## src/rtl/skid_buffer.sv

```systemverilog
// Full-throughput valid/ready pipeline stage with a one-entry skid register.
// All outputs come straight from flops, which cuts both the forward and the ready paths.
module skid_buffer #(
  parameter int unsigned DATA_W = 8
) (
  input  logic              clk,
  input  logic              reset,
  input  logic              i_valid_i,
  input  logic [DATA_W-1:0] i_data_i,
  output logic              i_ready_o,
  input  logic              e_ready_i,
  output logic              e_valid_o,
  output logic [DATA_W-1:0] e_data_o
);

  typedef enum logic [1:0] {
    StEmpty = 2'b00,
    StBusy  = 2'b01,
    StFull  = 2'b10
  } state_e;

  state_e            r_state;
  state_e            w_state_d;
  logic              r_i_ready;
  logic              r_e_valid;
  logic [DATA_W-1:0] r_out;
  logic [DATA_W-1:0] r_skid;
  logic [DATA_W-1:0] w_out_d;
  logic [DATA_W-1:0] w_skid_d;
  logic              w_in_xfer;
  logic              w_out_xfer;
  logic              w_i_ready_d;
  logic              w_e_valid_d;

  assign w_in_xfer  = i_valid_i & r_i_ready;
  assign w_out_xfer = r_e_valid & e_ready_i;

  always_comb begin
    w_state_d = r_state;
    w_out_d   = r_out;
    w_skid_d  = r_skid;
    case (r_state)
      StEmpty: begin
        if (w_in_xfer) begin
          w_out_d   = i_data_i;
          w_state_d = StBusy;
        end
      end
      StBusy: begin
        if (w_in_xfer && w_out_xfer) begin
          w_out_d = i_data_i;
        end else if (w_in_xfer) begin
          w_skid_d  = i_data_i;
          w_state_d = StFull;
        end else if (w_out_xfer) begin
          w_state_d = StEmpty;
        end
      end
      StFull: begin
        if (w_out_xfer) begin
          w_out_d   = r_skid;
          w_state_d = StBusy;
        end
      end
      default: w_state_d = StEmpty;
    endcase
  end

  // Handshake outputs are registered copies of what the next state will decode to.
  assign w_e_valid_d = (w_state_d != StEmpty);
  assign w_i_ready_d = (w_state_d != StFull);

  always_ff @(posedge clk or negedge reset) begin
    if (!reset) begin
      r_state   <= StEmpty;
      r_out     <= '0;
      r_skid    <= '0;
      r_e_valid <= 1'b0;
      r_i_ready <= 1'b0;
    end else begin
      r_state   <= w_state_d;
      r_out     <= w_out_d;
      r_skid    <= w_skid_d;
      r_e_valid <= w_e_valid_d;
      r_i_ready <= w_i_ready_d;
    end
  end

  assign i_ready_o = r_i_ready;
  assign e_valid_o = r_e_valid;
  assign e_data_o  = r_out;

endmodule

```

## config.mk

```make
export PLATFORM = sky130hd
export DESIGN_NAME = skid_buffer
export DESIGN_NICKNAME = d
export VERILOG_FILES = /design/src/rtl/skid_buffer.sv
export SDC_FILE = /design/constraint.sdc
export NUM_CORES = 1
export LEC_CHECK = 0
export ABC_AREA = 0
export CORE_MARGIN = 2
export CORE_UTILIZATION = 47
export DETAILED_ROUTE_END_ITERATION = 10
export PLACE_DENSITY = 0.74
export SLEW_MARGIN = 20
export SYNTH_ARGS = -nofsm -noshare
export SYNTH_HDL_FRONTEND = slang
export SYNTH_SLANG_ARGS = --single-unit
```

## constraint.sdc

```tcl
create_clock -name clk -period 2 [get_ports clk]
set_input_delay 0.4 -clock clk [delete_from_list [all_inputs] [get_ports clk]]
set_output_delay 0.4 -clock clk [all_outputs]
set_load 0.02 [all_outputs]
```

==> results of run 1 <==
==> power breakdown <==
group / switching (uW) / total [uW] / internal [uW] / leakage, uW
logic: 351 / 850 / 499 / 0.000248
clock network: 117 / 187 / 70.2 / 0.0000138
registers: 126 / 729 / 603 / 0.000236
==> flip-flops by register name (all words and copies together), names as in the netlist <==
register / count
r_state: 2
e_data_o: 8
i_ready_o: 1
r_skid: 8
e_valid_o: 1
==> cell families after synthesis <==
logic type	Yosys count	synth area share (%)
mux	24	29.9
flops	20	55.4
compound gates	10	9.28
simple gates	7	4.85
buf+inv	1	0.553
==> per-layer routing <==
layer,wire length (microns),track usage [%],vias up
li1,-,-,289
met1,737,21.2,307
met2,744,26.4,17
met3,83,4.15,5
met4,37,9.73,0
met5,0,0,-
==> worst paths after layout <==
check                      slack (ns)     endpoint  cells past startpoint  startpoint
max                              0.19    e_valid_o                      1   e_valid_o
min                              0.42    r_skid[0]                      2       reset
max reg2reg                      0.30  e_data_o[7]                      4  r_state[1]
min reg2reg                      0.51    r_skid[4]                      1   r_skid[4]
max in group asynchronous        1.37  e_data_o[3]                      2       reset
min in group clk                 0.51    r_skid[4]                      1   r_skid[4]
==> final cells by class <==
type	count	area [sq um]	share of cell area, %
clock buffer	3	22.5	1.87
multi-input combinational	41	398	33.0
tap	25	31.3	2.59
timing repair buffer	27	255	21.1
sequential	20	500	41.5
==> placed cells by master, fill, tap and decap left out, drive strengths merged <==
cell and instances:
a21boi 1, o32ai 1, nor2b 1, dfrtp 20, a21oi 4, a31oi 1
nand2b 1, and4 1, o21ai 1, buf 6, o22ai 1, mux2 24
clkdlybuf4s50 21, clkbuf 3, a21o 1, nand2 3, and3b 1
==> through the flow <==
stage                     setup WS, ns  total power [uW]  instance area (sq um)  hold WS [ns]
final                            0.187              1770                   1210         0.423
after global routing             0.107              1880                   1210         0.455
after CTS                        0.185              1790                   1210         0.437
after detailed placement        0.0410              1600                   1180         0.492
after global placement          0.0821              1580                   1180         0.481
after floorplan                  0.485              1240                    903         0.104
==> synthesized netlist by cell type, drive strengths merged <==
cell and count:
a31oi 1, nand2b 1, a21boi 1, nor2b 1
nand2 3, dfrtp 20, o21ai 1, o22ai 1
and4 1, a21oi 4, mux2 24, o32ai 1
and3b 1, a21o 1, buf 1
==> summary.txt, run 1 <==
Run status
  – Outcome: completed

Clock network
  – Register clock-pin slew on the reported worst setup and hold paths: approximately 0.11 ns
  – TritonCTS Sinks: 20
  – Clk buf depth: 2
  – Postcts setup bufs: 0
  – H-tree Lvls: 1
  – TritonCTS clock tree: built
  – Cts repair resizes: 0
  – Clk root buf: clkbuf_4
  – Worst-Skew Late Latency: roughly 0.30 ns
  – CTS Hold Buffers Added: 0
  – Total CTS buffers: 3

Timing
  – Final setup viols: 0
  – Setup TNS: 0 ns
  – Slew HR: 82.8%
  – Worst Skew: 0.00454 ns
  – RSZ-0062 raised after global routing: false
  – Final Hold Fails: 0
  – Min cycle time layout: ~1.8 ns
  – Least-Margin Pin Slew: about 0.26 ns
  – Fmax: 552 MHz
  – Slew Limit Fails: 0
  – Final worst-path cycle share: approximately 91%

Min path
  – Hold crit path type: primary input to async pin

Floorplan
  – # rows: 15
  – Core Region: roughly 1800 sq um
  – Die footprint: between 2000 and 2500 sq um
  – Die height: approximately 48 microns
  – Initial Utilization: roughly half
  – I/O pin cnt: 22
  – Die X-Extent: between 40 and 50 microns

Setup path
  – CP max stage cell: clkdlybuf4s50_1
  – Delay-heaviest family, CP: buffers and inverters
  – Setup crit start kind: flip-flop
  – Worst path cell trace: clkdlybuf4s50_1
  – CP Class: flip-flop to primary output
  – CP peak stage delay: around 0.64 ns
  – Buf/Inv on CP: 1
  – Max FO, Critical Path: 7
  – WP data required: 1.60 ns
  – Nature of the critical path endpoint: primary output
  – Crit path arrival time: 1.41 ns

Placed design
  – DP HPWL: ~1200 microns
  – Placer Congestion: ~0.84
  – IO Port Bufs: 21
  – Dpl cells: between 100 and 150

Flow run
  – MaxCap Viol Count: 0

Power and ir drop
  – Worst vdd ir: roughly 770 uV
  – Pwr Density: 1460 nW/um^2
  – Static leakage power: 0.000498 uW

Global route
  – Largest net degree at the start of global routing: 21
  – First-pass GRT wire length: around 2600 microns
  – Grt ovf: 0
  – Vias in the first global route: approximately 590
  – GRT Resource Usage Total: approximately 17%
  – Initial antenna violation count: 0

Cells and area
  – Layout Cells excl Fill: roughly 120
  – Syn-to-layout area delta: 33.7%
  – Nets@finish: between 100 and 150
  – Antenna diodes: 0
  – Fill cell count: about 150
  – Share of layout cells above drive strength 1: between 30% and 40%
  – Finished Core Util: between 60 and 70%

Routing
  – Antenna-violating nets left: 0
  – Vias after detailed routing: 618
  – DR vias/cell: about 5.3
  – DR WL/cell: ~14 microns
  – Pre-antenna DRT Iters: 5
  – Iter 0 DRT Violations: 5
  – DRC viols: 0
  – Final WL: approximately 1600 microns

Synthesis
  – Mapped Area: between 900 and 1000 sq um
  – Leading area contributor after synthesis: dfrtp_1
  – Register area share after synthesis: 55.4%
  – Post-synth cell types: 16
  – Post-Syn Instances: between 60 and 70
  – Post-synth top area share: a little under three fifths
  – Synth top area cells: dfrtp_1, mux2_2, o32ai_4, a21oi_1, a21boi_2
  – Yosys warns: 0
  – Mean Syn Cell Area: between 10 and 15 sq um
  – Syn Nets: 74
  – #FFs+latches synth: 20
No activity file was read; power rests on OpenSTA's default activity.
==> run 2: changes to the inputs <==
--- a/config.mk
+++ b/config.mk
@@ -9,8 +9,8 @@
 export CORE_MARGIN = 2
 export CORE_UTILIZATION = 47
 export DETAILED_ROUTE_END_ITERATION = 10
-export PLACE_DENSITY = 0.74
-export SLEW_MARGIN = 20
+export GPL_TIMING_DRIVEN = 0
+export PLACE_DENSITY = 0.75
 export SYNTH_ARGS = -nofsm -noshare
 export SYNTH_HDL_FRONTEND = slang
 export SYNTH_SLANG_ARGS = --single-unit
==> run 2 against run 1 <==
Net effect: largest power group unchanged; register-to-register slack improved by 0.10 ns; routed wire length decreased by 2.2%; global-route usage decreased by 1.4 points; critical path depth unchanged; highest routed layer unchanged; critical path type unchanged; combinational power decreased by 4.8%; count of clock-buffer cells in the layout unchanged; fmax increased by 0.37%; first-iteration DRC count unchanged; total power decreased by 2.7%; via count decreased by 4.7%; clock power decreased by 5%.
==> summary.txt, run 2 (synthesis gave the netlist of run 1 again) <==
Timing
  – Least-Margin Pin Slew: 0.869 ns (was 0.257 ns)
  – Setup TNS: 0 ns (unchanged)
  – Fmax: 554 MHz (was 552 MHz)
  – Slew Limit Fails: 0 (unchanged)
  – Worst Skew: 0.00582 ns (was 0.00454 ns)
  – RSZ-0062 raised after global routing: false (unchanged)
  – Min cycle time layout: 1.81 ns (about the same)
  – Slew HR: 41.9% (was 82.8%)
  – Final Hold Fails: 0 (unchanged)
  – Final setup viols: 0 (unchanged)
  – Final worst-path cycle share: 90.3% (was 90.7%)
  – Hold slack: 0.509 ns (was 0.423 ns)

Cells and area
  – Nets@finish: 100 (was 105)
  – Layout Cells excl Fill: 111 (was 116)
  – Share of layout cells above drive strength 1: 36.0% (was 39.6%)
  – Most frequent cells in the layout: mux2_2, clkdlybuf4s50_1, dfrtp_1 (unchanged)
  – Syn-to-layout area delta: 29.2% (was 33.7%)
  – Most common cell after layout, fill and taps aside: mux2_2 (unchanged)
  – Antenna diodes: 0 (unchanged)

Clock network
  – Worst-Skew Late Latency: 0.29 ns (was 0.30 ns)
  – TritonCTS clock tree: built (unchanged)
  – Clk root buf: clkbuf_4 (unchanged)
  – CTS Hold Buffers Added: 0 (unchanged)
  – Total CTS buffers: 3 (unchanged)
  – Postcts setup bufs: 0 (unchanged)
  – H-tree Lvls: 1 (unchanged)
  – Cts repair resizes: 0 (unchanged)
  – Clk buf depth: 2 (unchanged)
  – TritonCTS Sinks: 20 (unchanged)
  – Register clock-pin slew on the reported worst setup and hold paths: 0.10 ns (was 0.11 ns)

Placed design
  – Placer Congestion: 0.878 (was 0.840)
  – Dpl cells: 108 (was 113)
  – IO Port Bufs: 21 (unchanged)

Setup path
  – Buf/Inv on CP: 1 (unchanged)
  – Nature of the critical path endpoint: primary output (unchanged)
  – CP peak stage delay: 0.65 ns (was 0.64 ns)
  – Max FO, Critical Path: 7 (unchanged)
  – Setup crit start kind: flip-flop (unchanged)
  – Worst path cell trace: clkdlybuf4s50_1 (unchanged)
  – Crit path arrival time: 1.41 ns (about the same)
  – CP Class: flip-flop to primary output (unchanged)
  – CP max stage cell: clkdlybuf4s50_1 (unchanged)
  – Delay-heaviest family, CP: buffers and inverters (unchanged)
  – WP data required: 1.60 ns (about the same)

Min path
  – Hold crit path type: flip-flop to flip-flop (was primary input to async pin)

Routing
  – Iter 0 DRT Violations: 5 (unchanged)
  – Pre-antenna DRT Iters: 3 (was 5)
  – Final WL: 1570 microns (was 1600 microns)
  – Vias after detailed routing: 589 (was 618)
  – DR vias/cell: 5.31 (was 5.33)
  – DRC viols: 0 (unchanged)
  – Antenna-violating nets left: 0 (unchanged)
  – DR WL/cell: 14.1 microns (was 13.8 microns)

Power and ir drop
  – Static leakage power: 0.000473 uW (was 0.000498 uW)
  – Pwr Density: 1470 nW/um^2 (was 1460 nW/um^2)
  – Worst vdd ir: 887 uV (was 766 uV)

Floorplan
  – Core Region: 1760 sq um (unchanged)
  – I/O pin cnt: 22 (unchanged)
  – Initial Utilization: 51.2% (unchanged)
  – Die X-Extent: 47.8 microns (unchanged)
  – # rows: 15 (unchanged)
  – Die height: 47.8 microns (unchanged)
  – Die footprint: 2290 sq um (unchanged)

Flow run
  – MaxCap Viol Count: 0 (unchanged)

Global route
  – Initial antenna violation count: 0 (unchanged)
  – GRT Resource Usage Total: 15.5% (was 16.9%)
  – Largest net degree at the start of global routing: 21 (unchanged)
  – First-pass GRT wire length: 2420 microns (was 2570 microns)
  – Grt ovf: 0 (unchanged)
  – Vias in the first global route: 564 (was 592)

Run status
  – Outcome: completed (unchanged)
run 2: cell count changes in the layout (fill, tap and decap cells not counted):
cell	before	now
buf_2	0	1
buf_4	6	0
run 2: where the power goes:
part / switching [uW] / internal, uW / leakage, uW / total (uW)
registers: 128 / 603 / 0.000236 / 732
logic: 347 / 462 / 0.000223 / 809
clock network: 108 / 69.9 / 0.0000138 / 178
total: 583 / 1140 / 0.000473 / 1720
run 2: path summary, 6_finish.rpt:
kind / slack [ns] / from / endpoint / depth (start not counted)
min in group asynchronous: 0.60 / reset / r_skid[7] / 1
max in group asynchronous: 0.87 / reset / i_ready_o / 1
max: 0.19 / e_valid_o / e_valid_o / 1
max reg2reg: 0.40 / r_state[1] / e_data_o[6] / 4
min: 0.51 / r_skid[1] / r_skid[1] / 1
min reg2reg: 0.51 / r_skid[1] / r_skid[1] / 1
run 2: area by class of cell:
type	instances	area [sq um]
Buffer	1	5.00
Multi-Input combinational cell	41	398
Sequential cell	20	500
Clock buffer	3	22.5
Fill cell	154	597
Timing Repair Buffer	21	210
Tap cell	25	31.3
run 2: layer usage:
layer	GRT usage, %	vias up	part of all wire, %
met3	4.15	2	3.8
met4	4.86	0	0.38
met2	25.6	10	51
met5	0	-	0
li1	-	279	-
met1	19.9	298	45
run 2: metrics by stage:
step                      instance area (sq um)  total power [uW]  setup slack [ns]  utilization, %
after floorplan                             903              1240             0.485               -
after global placement                     1140              1530            -0.101            64.9
after detailed placement                   1140              1560            -0.122            64.9
after CTS                                  1170              1740             0.181            66.2
after global routing                       1170              1830             0.119            66.2
final                                      1170              1720             0.194            66.2
==> run 3: changes to the inputs <==
--- a/config.mk
+++ b/config.mk
@@ -11,6 +11,7 @@
 export DETAILED_ROUTE_END_ITERATION = 10
 export GPL_TIMING_DRIVEN = 0
 export PLACE_DENSITY = 0.75
+export SLEW_MARGIN = 20
 export SYNTH_ARGS = -nofsm -noshare
 export SYNTH_HDL_FRONTEND = slang
 export SYNTH_SLANG_ARGS = --single-unit
==> results of run 3 <==
Same layout as run 2: the final DEF is identical, and so are final timing and power.
